$ cat config.mk
export PLATFORM = sky130hd
export DESIGN_NAME = if_id_hazard_ctrl_flat
export DESIGN_NICKNAME = d
export VERILOG_FILES = /design/src/rtl/if_id_hazard_ctrl_if.sv /design/src/rtl/if_id_hazard_ctrl.sv /design/src/flat_wrapper.sv
export SDC_FILE = /design/constraint.sdc
export NUM_CORES = 1
export LEC_CHECK = 0
export CORE_MARGIN = 3
export CORE_UTILIZATION = 32
export CTS_CLUSTER_SIZE = 8
export DETAILED_ROUTE_END_ITERATION = 10
export GPL_TIMING_DRIVEN = 0
export PLACE_DENSITY = 0.78
export REMOVE_ABC_BUFFERS = 1
export SLEW_MARGIN = 10
export SYNTH_ARGS = -nofsm -noshare
export SYNTH_HDL_FRONTEND = slang
export SYNTH_SLANG_ARGS = --single-unit
export TNS_END_PERCENT = 5
$ cat constraint.sdc
create_clock -name clk -period 2.2 [get_ports clk]
set_clock_uncertainty 0.2 [all_clocks]
set_input_delay 0.22 -clock clk [delete_from_list [all_inputs] [get_ports clk]]
set_output_delay 0.22 -clock clk [all_outputs]
set_load 0.01 [all_outputs]
$ cat src/rtl/if_id_hazard_ctrl_if.sv
// Signal bundle between the IF/ID pipeline logic and its hazard sequencing controller.
// The master drives the decode lanes and EX hazard flags; the slave returns hold/flush/bubble controls.
interface if_id_hazard_ctrl_if #(
  parameter int CNT_W = 16
);
  logic [21:0]      dA0;
  logic [21:0]      dA1;
  logic [21:0]      dLS;
  logic [21:0]      dM;
  logic             m_is_mul;
  logic             ex_ld_valid;
  logic [4:0]       ex_ld_rd;
  logic             ex_br_taken;
  logic             pc_hold;
  logic             ifid_hold;
  logic             ifid_flush;
  logic             idex_bubble;
  logic [1:0]       busy_state;
  logic [CNT_W-1:0] stall_cnt;

  modport master (
    output dA0, dA1, dLS, dM, m_is_mul, ex_ld_valid, ex_ld_rd, ex_br_taken,
    input  pc_hold, ifid_hold, ifid_flush, idex_bubble, busy_state, stall_cnt
  );

  modport slave (
    input  dA0, dA1, dLS, dM, m_is_mul, ex_ld_valid, ex_ld_rd, ex_br_taken,
    output pc_hold, ifid_hold, ifid_flush, idex_bubble, busy_state, stall_cnt
  );
endinterface

$ cat src/rtl/if_id_hazard_ctrl.sv
// Stall/flush/bubble sequencer for the four-lane IF/ID register and PC, covering load-use,
// multi-cycle multiply and taken-branch hazards, plus a saturating stall-cycle counter.
module if_id_hazard_ctrl #(
  parameter int MUL_LAT   = 3,
  parameter int FLUSH_CYC = 1,
  parameter int CNT_W     = 16
) (
  input  logic               clk,
  input  logic               rst_n,
  if_id_hazard_ctrl_if.slave bus
);

  localparam logic [1:0] ST_RUN      = 2'd0;
  localparam logic [1:0] ST_MUL_WAIT = 2'd1;
  localparam logic [1:0] ST_FLUSH    = 2'd2;

  localparam int WAIT_W = $clog2(MUL_LAT + 1);
  localparam int FL_W   = $clog2(FLUSH_CYC + 1);
  localparam logic [WAIT_W-1:0] WAIT_LOAD = WAIT_W'((MUL_LAT > 1) ? (MUL_LAT - 2) : 0);
  localparam logic [FL_W-1:0]   FL_LOAD   = FL_W'(FLUSH_CYC - 1);

  logic [1:0]        state_q, state_d;
  logic [WAIT_W-1:0] wait_cnt_q, wait_cnt_d;
  logic [FL_W-1:0]   fcnt_q, fcnt_d;
  logic [CNT_W-1:0]  stall_q, stall_d;

  logic pc_hold_c, ifid_hold_c, ifid_flush_c, idex_bubble_c;
  logic pc_hold_g;
  logic lu_haz;
  logic unused_fields;

  function automatic logic src_hit(input logic [21:0] instr, input logic [4:0] rd);
    return (instr[14:10] == rd) || (instr[9:5] == rd);
  endfunction

  assign lu_haz = bus.ex_ld_valid && (bus.ex_ld_rd != 5'd0) &&
                  (src_hit(bus.dA0, bus.ex_ld_rd) || src_hit(bus.dA1, bus.ex_ld_rd) ||
                   src_hit(bus.dLS, bus.ex_ld_rd) || src_hit(bus.dM,  bus.ex_ld_rd));

  // Only the source fields take part in hazard detection.
  assign unused_fields = ^{bus.dA0[21:15], bus.dA0[4:0], bus.dA1[21:15], bus.dA1[4:0],
                           bus.dLS[21:15], bus.dLS[4:0], bus.dM[21:15],  bus.dM[4:0]};

  always_comb begin
    pc_hold_c     = 1'b0;
    ifid_hold_c   = 1'b0;
    ifid_flush_c  = 1'b0;
    idex_bubble_c = 1'b0;
    state_d       = state_q;
    wait_cnt_d    = wait_cnt_q;
    fcnt_d        = fcnt_q;
    case (state_q)
      ST_RUN, ST_MUL_WAIT: begin
        if (bus.ex_br_taken) begin
          // An older taken branch also kills a multiply still waiting in decode.
          ifid_flush_c  = 1'b1;
          idex_bubble_c = 1'b1;
          wait_cnt_d    = '0;
          state_d       = ST_RUN;
          if (FLUSH_CYC > 1) begin
            state_d = ST_FLUSH;
            fcnt_d  = FL_LOAD;
          end
        end else if (state_q == ST_MUL_WAIT) begin
          pc_hold_c     = 1'b1;
          ifid_hold_c   = 1'b1;
          idex_bubble_c = 1'b1;
          if (wait_cnt_q == '0) begin
            state_d = ST_RUN;
          end else begin
            wait_cnt_d = wait_cnt_q - WAIT_W'(1);
          end
        end else if (lu_haz) begin
          pc_hold_c     = 1'b1;
          ifid_hold_c   = 1'b1;
          idex_bubble_c = 1'b1;
        end else if (bus.m_is_mul && (MUL_LAT > 1)) begin
          pc_hold_c   = 1'b1;
          ifid_hold_c = 1'b1;
          state_d     = ST_MUL_WAIT;
          wait_cnt_d  = WAIT_LOAD;
        end
      end
      ST_FLUSH: begin
        ifid_flush_c  = 1'b1;
        idex_bubble_c = 1'b1;
        if (bus.ex_br_taken) begin
          fcnt_d = FL_LOAD;
        end else if (fcnt_q <= FL_W'(1)) begin
          state_d = ST_RUN;
          fcnt_d  = '0;
        end else begin
          fcnt_d = fcnt_q - FL_W'(1);
        end
      end
      default: begin
        state_d    = ST_RUN;
        wait_cnt_d = '0;
        fcnt_d     = '0;
      end
    endcase
  end

  assign pc_hold_g = rst_n & pc_hold_c;

  always_comb begin
    stall_d = stall_q;
    if (pc_hold_g && (stall_q != {CNT_W{1'b1}})) begin
      stall_d = stall_q + CNT_W'(1);
    end
  end

  always_ff @(posedge clk) begin
    if (!rst_n) begin
      state_q    <= ST_RUN;
      wait_cnt_q <= '0;
      fcnt_q     <= '0;
      stall_q    <= '0;
    end else begin
      state_q    <= state_d;
      wait_cnt_q <= wait_cnt_d;
      fcnt_q     <= fcnt_d;
      stall_q    <= stall_d;
    end
  end

  assign bus.pc_hold     = pc_hold_g;
  assign bus.ifid_hold   = rst_n & ifid_hold_c;
  assign bus.ifid_flush  = rst_n & ifid_flush_c;
  assign bus.idex_bubble = rst_n & idex_bubble_c;
  assign bus.busy_state  = state_q;
  assign bus.stall_cnt   = stall_q;

endmodule

$ cat src/flat_wrapper.sv
// flat-port wrapper written by rule: the top's interface ports become plain ports
module if_id_hazard_ctrl_flat 
#(
  parameter int MUL_LAT   = 3,
  parameter int FLUSH_CYC = 1,
  parameter int CNT_W     = 16
)
  (clk, rst_n, bus_dA0, bus_dA1, bus_dLS, bus_dM, bus_m_is_mul, bus_ex_ld_valid, bus_ex_ld_rd, bus_ex_br_taken, bus_pc_hold, bus_ifid_hold, bus_ifid_flush, bus_idex_bubble, bus_busy_state, bus_stall_cnt);
  if_id_hazard_ctrl_if #(.CNT_W(CNT_W)) bus_i ();
  input  logic clk;
  input  logic rst_n;
  input wire logic [$bits(bus_i.dA0)-1:0] bus_dA0;
  input wire logic [$bits(bus_i.dA1)-1:0] bus_dA1;
  input wire logic [$bits(bus_i.dLS)-1:0] bus_dLS;
  input wire logic [$bits(bus_i.dM)-1:0] bus_dM;
  input wire logic [$bits(bus_i.m_is_mul)-1:0] bus_m_is_mul;
  input wire logic [$bits(bus_i.ex_ld_valid)-1:0] bus_ex_ld_valid;
  input wire logic [$bits(bus_i.ex_ld_rd)-1:0] bus_ex_ld_rd;
  input wire logic [$bits(bus_i.ex_br_taken)-1:0] bus_ex_br_taken;
  output wire logic [$bits(bus_i.pc_hold)-1:0] bus_pc_hold;
  output wire logic [$bits(bus_i.ifid_hold)-1:0] bus_ifid_hold;
  output wire logic [$bits(bus_i.ifid_flush)-1:0] bus_ifid_flush;
  output wire logic [$bits(bus_i.idex_bubble)-1:0] bus_idex_bubble;
  output wire logic [$bits(bus_i.busy_state)-1:0] bus_busy_state;
  output wire logic [$bits(bus_i.stall_cnt)-1:0] bus_stall_cnt;
  assign bus_i.dA0 = bus_dA0;
  assign bus_i.dA1 = bus_dA1;
  assign bus_i.dLS = bus_dLS;
  assign bus_i.dM = bus_dM;
  assign bus_i.m_is_mul = bus_m_is_mul;
  assign bus_i.ex_ld_valid = bus_ex_ld_valid;
  assign bus_i.ex_ld_rd = bus_ex_ld_rd;
  assign bus_i.ex_br_taken = bus_ex_br_taken;
  assign bus_pc_hold = bus_i.pc_hold;
  assign bus_ifid_hold = bus_i.ifid_hold;
  assign bus_ifid_flush = bus_i.ifid_flush;
  assign bus_idex_bubble = bus_i.idex_bubble;
  assign bus_busy_state = bus_i.busy_state;
  assign bus_stall_cnt = bus_i.stall_cnt;
  if_id_hazard_ctrl #(.MUL_LAT(MUL_LAT), .FLUSH_CYC(FLUSH_CYC), .CNT_W(CNT_W)) u_core (.clk(clk), .rst_n(rst_n), .bus(bus_i));
endmodule
==> results <==
[metal layers]
metal	up-vias	GRT usage (%)	part of all wire, %
li1	870	-	-
met4	0	2.27	1.1
met5	-	0	0
met1	853	20.5	43
met3	6	3.78	5.3
met2	45	26.6	50
[stage by stage]
stage	setup TNS, ps	setup WS [ps]	hold WS, ps	total power [W]	cells
finish	-20.2	-20.2	269	0.000942	345
global route	-169	-78.2	304	0.000995	345
detailed placement	-22400	-1420	282	0.000678	331
floorplan	-81.2	-81.2	168	0.000512	194
global placement	-21310	-1400	266	0.000670	331
CTS	-198	-58.2	269	0.000945	337
[worst reg2reg max path, stage by stage (launching register included)]
cell and delay [ps]:
dfxtp_1 380, and4_4 290, nand2_4 80, or4b_4 520
or3_4 340, o21ai_2 140, mux2i_1 190
[final timing paths]
| kind | start | end | slack, ps | depth (start not counted) |
|---|---|---|---|---|
| hold reg to reg | u_core.bus.stall_cnt[4]$_SDFFE_PN0P_ | u_core.bus.stall_cnt[4]$_SDFFE_PN0P_ | 270 | 1 |
| hold / removal | rst_n | u_core.bus.stall_cnt[4]$_SDFFE_PN0P_ | 270 | 3 |
| setup / recovery | u_core.bus.stall_cnt[5]$_SDFFE_PN0P_ | u_core.bus.stall_cnt[14]$_SDFFE_PN0P_ | -20 | 6 |
| setup reg to reg | u_core.bus.stall_cnt[5]$_SDFFE_PN0P_ | u_core.bus.stall_cnt[14]$_SDFFE_PN0P_ | -20 | 6 |
[where the power goes]
group | switching [W] | internal [W] | total (W)
sequential | 0.0000125 | 0.000347 | 0.000360
clock | 0.000122 | 0.000126 | 0.000248
combinational | 0.000163 | 0.000171 | 0.000334
total | 0.000298 | 0.000645 | 0.000942
[synth_stat cells (4+ instances only)]
| library cell | instances | area (um2) |
|---|---|---|
| o22ai_1 | 4 | 25.0 |
| mux2i_1 | 13 | 130 |
| nand3_1 | 17 | 85.1 |
| buf_4 | 4 | 30.0 |
| buf_2 | 5 | 25.0 |
| and3_1 | 4 | 25.0 |
| xnor2_1 | 40 | 350 |
| nand2_1 | 25 | 93.8 |
| nand2b_1 | 12 | 75.1 |
| clkbuf_1 | 4 | 15.0 |
| nand4_1 | 5 | 31.3 |
| nor2_1 | 4 | 15.0 |
| a21oi_1 | 6 | 30.0 |
| inv_1 | 4 | 15.0 |
| dfxtp_1 | 19 | 380 |
| a211oi_1 | 6 | 45.0 |
[flip-flops by register name (all words and copies together), names as in the netlist]
register	flops
u_core.bus.busy_state	1
u_core.wait_cnt_q	2
u_core.bus.stall_cnt	16
[cell families after synthesis]
logic type | count (synthesis) | share of synthesized area [%]
adders and majority gates | 2 | 1.49
and+or+nand+nor | 83 | 27.6
xor gates and xnor gates | 40 | 20.9
buffers and inverters | 18 | 5.75
muxes | 13 | 7.77
DFF | 19 | 22.7
AOI/OAI and AO/OA | 32 | 13.5
other | 1 | 0.224
[area by class of cell]
cell class                      instances  area, um2  share of cell area [%]
Sequential cell                        19        399                    14.8
Timing Repair Buffer                   80        813                    30.2
Clock buffer                            3       41.3                    1.54
Tap cell                               67       83.8                    3.12
Multi-Input combinational cell        171       1330                    49.5
Clock inverter                          1       5.00                   0.186
Inverter                                4       15.0                   0.558
[repair_timing]
item,CTS,global route
pin swaps,6,39
gates resized for setup,58,57
setup buffers,2,8
hold buffers,0,0
endpoints found under the setup margin,23,16
==> flow_summary.toml <==
[synthesis]
postSynthRegisterBits = 19
synth.avg_cell_area_um2 = 8.05
syn_area_um2 = 1670
netlist-cell-type-count = 41
synth_async_sr_flop_share_pct = 0
ys_warn_count = 0
syn_inst = 208
synth-edff-count = 0
fraction_of_the_yosys_area_taken_by_sequential_cells_pct = 22.7
synth-main-ff-cell = "dfxtp_1"

[finish]
area_growth_syn_to_layout_pct = 60.6
final_cell_area_um2 = 2690
mostFrequentLayoutCells = "xnor2_1 (40), dlymetal6s2s_1 (33), clkdlybuf4s50_1 (28), nand2_1 (24), nand3_1 (17)"
share_of_cells_above_drive_strength_1_pct = 19.4
final_core_util_pct = 55.1
fillers = 470
final_nets = 379
layout.cells.most_common = "xnor2_1"
antennaDiodeCount = 0

[setup_path]
critPathRequiredTime_ps = 2190
crit_path_end_kind = "flop"
cp_slowest_stage_delay_ps = 520
crit_family = "simple AND/OR/NAND/NOR gates"
path_class = "reg -> reg"
cp_num_buf_inv = 0
critical_path_arrival_ps = 2210
worstPathCellList = "and4_4 > nand2_4 > or4b_4 > or3_4 > o21ai_2 > mux2i_1"
worst_setup_path_start_kind = "flop"
critical_path.slowest_cell = "or4b_4"
cp_max_fo = 5

[route]
vias = 1774
drt_wl_total_um = 5080
dr.pass1.iters = 4
antenna_left = 0
via_per_inst = 5.14
detailedRoute.firstIterationViolations = 108
route.detailed.drc = 0
routedWlPerCell_um = 14.7

[clock_tree]
cts-buffers-inserted = 3
path_clk_slew_ps = 80
cts.sink_count = 19
clock_latency_ps = 260
cts_htree_levels = 1
max-clock-path-buffers = 2
cts-root-buf = "clkbuf_8"
tritoncts = "yes"

[timing]
tightest_slew_ps = 589
period_share_pct = 101
number_of_failing_hold_endpoints_at_the_final_stage = 0
timing.final.ws_setup_ps = -20.2
timing.final.crit_period_ps = 2220
final_max_slew_viol_count = 0
unrepaired_setup_endpoints_after_global_routing = "yes"
finalSetupViolCount = 1
slew_headroom_pct = 60.6
maxClockFrequency_mhz = 450

[floorplan]
die_w_um = 78.3
floorplan.initialDensity_pct = 34.3
design.die.area_um2 = 6140
area_inside_the_core_boundary_um2 = 4880
placement_rows = 25
dieHeight_um = 78.3
io_pins = 120

[global_routing]
gr-usage-all-layers_pct = 15.7
vias_in_the_first_global_route = 1632
grt.overflow.total = 0
global_route_wire_length_before_repair_um = 7820
largest_net_degree_at_the_start_of_global_routing = 34
antenna_found_initial = 0

[placed_design]
globalplace.congestion = 0.769
dp_hpwl_um = 3450
port_buffer_cells = 70
placement.cell_area_um2 = 2380

[flow_run]
max-cap-violations = 0

[outcome]
violations = "setup timing"
status = "complete, but fails checks"

[power_and_ir_drop]
power-per-cell-area_nw_per_um2 = 350
vdd.ir_drop.worst_v = 0.000431
leakage_nw = 1.17

[worst_hold_path]
hp-class = "in -> reg"
Power figures use the tool's default switching activity.
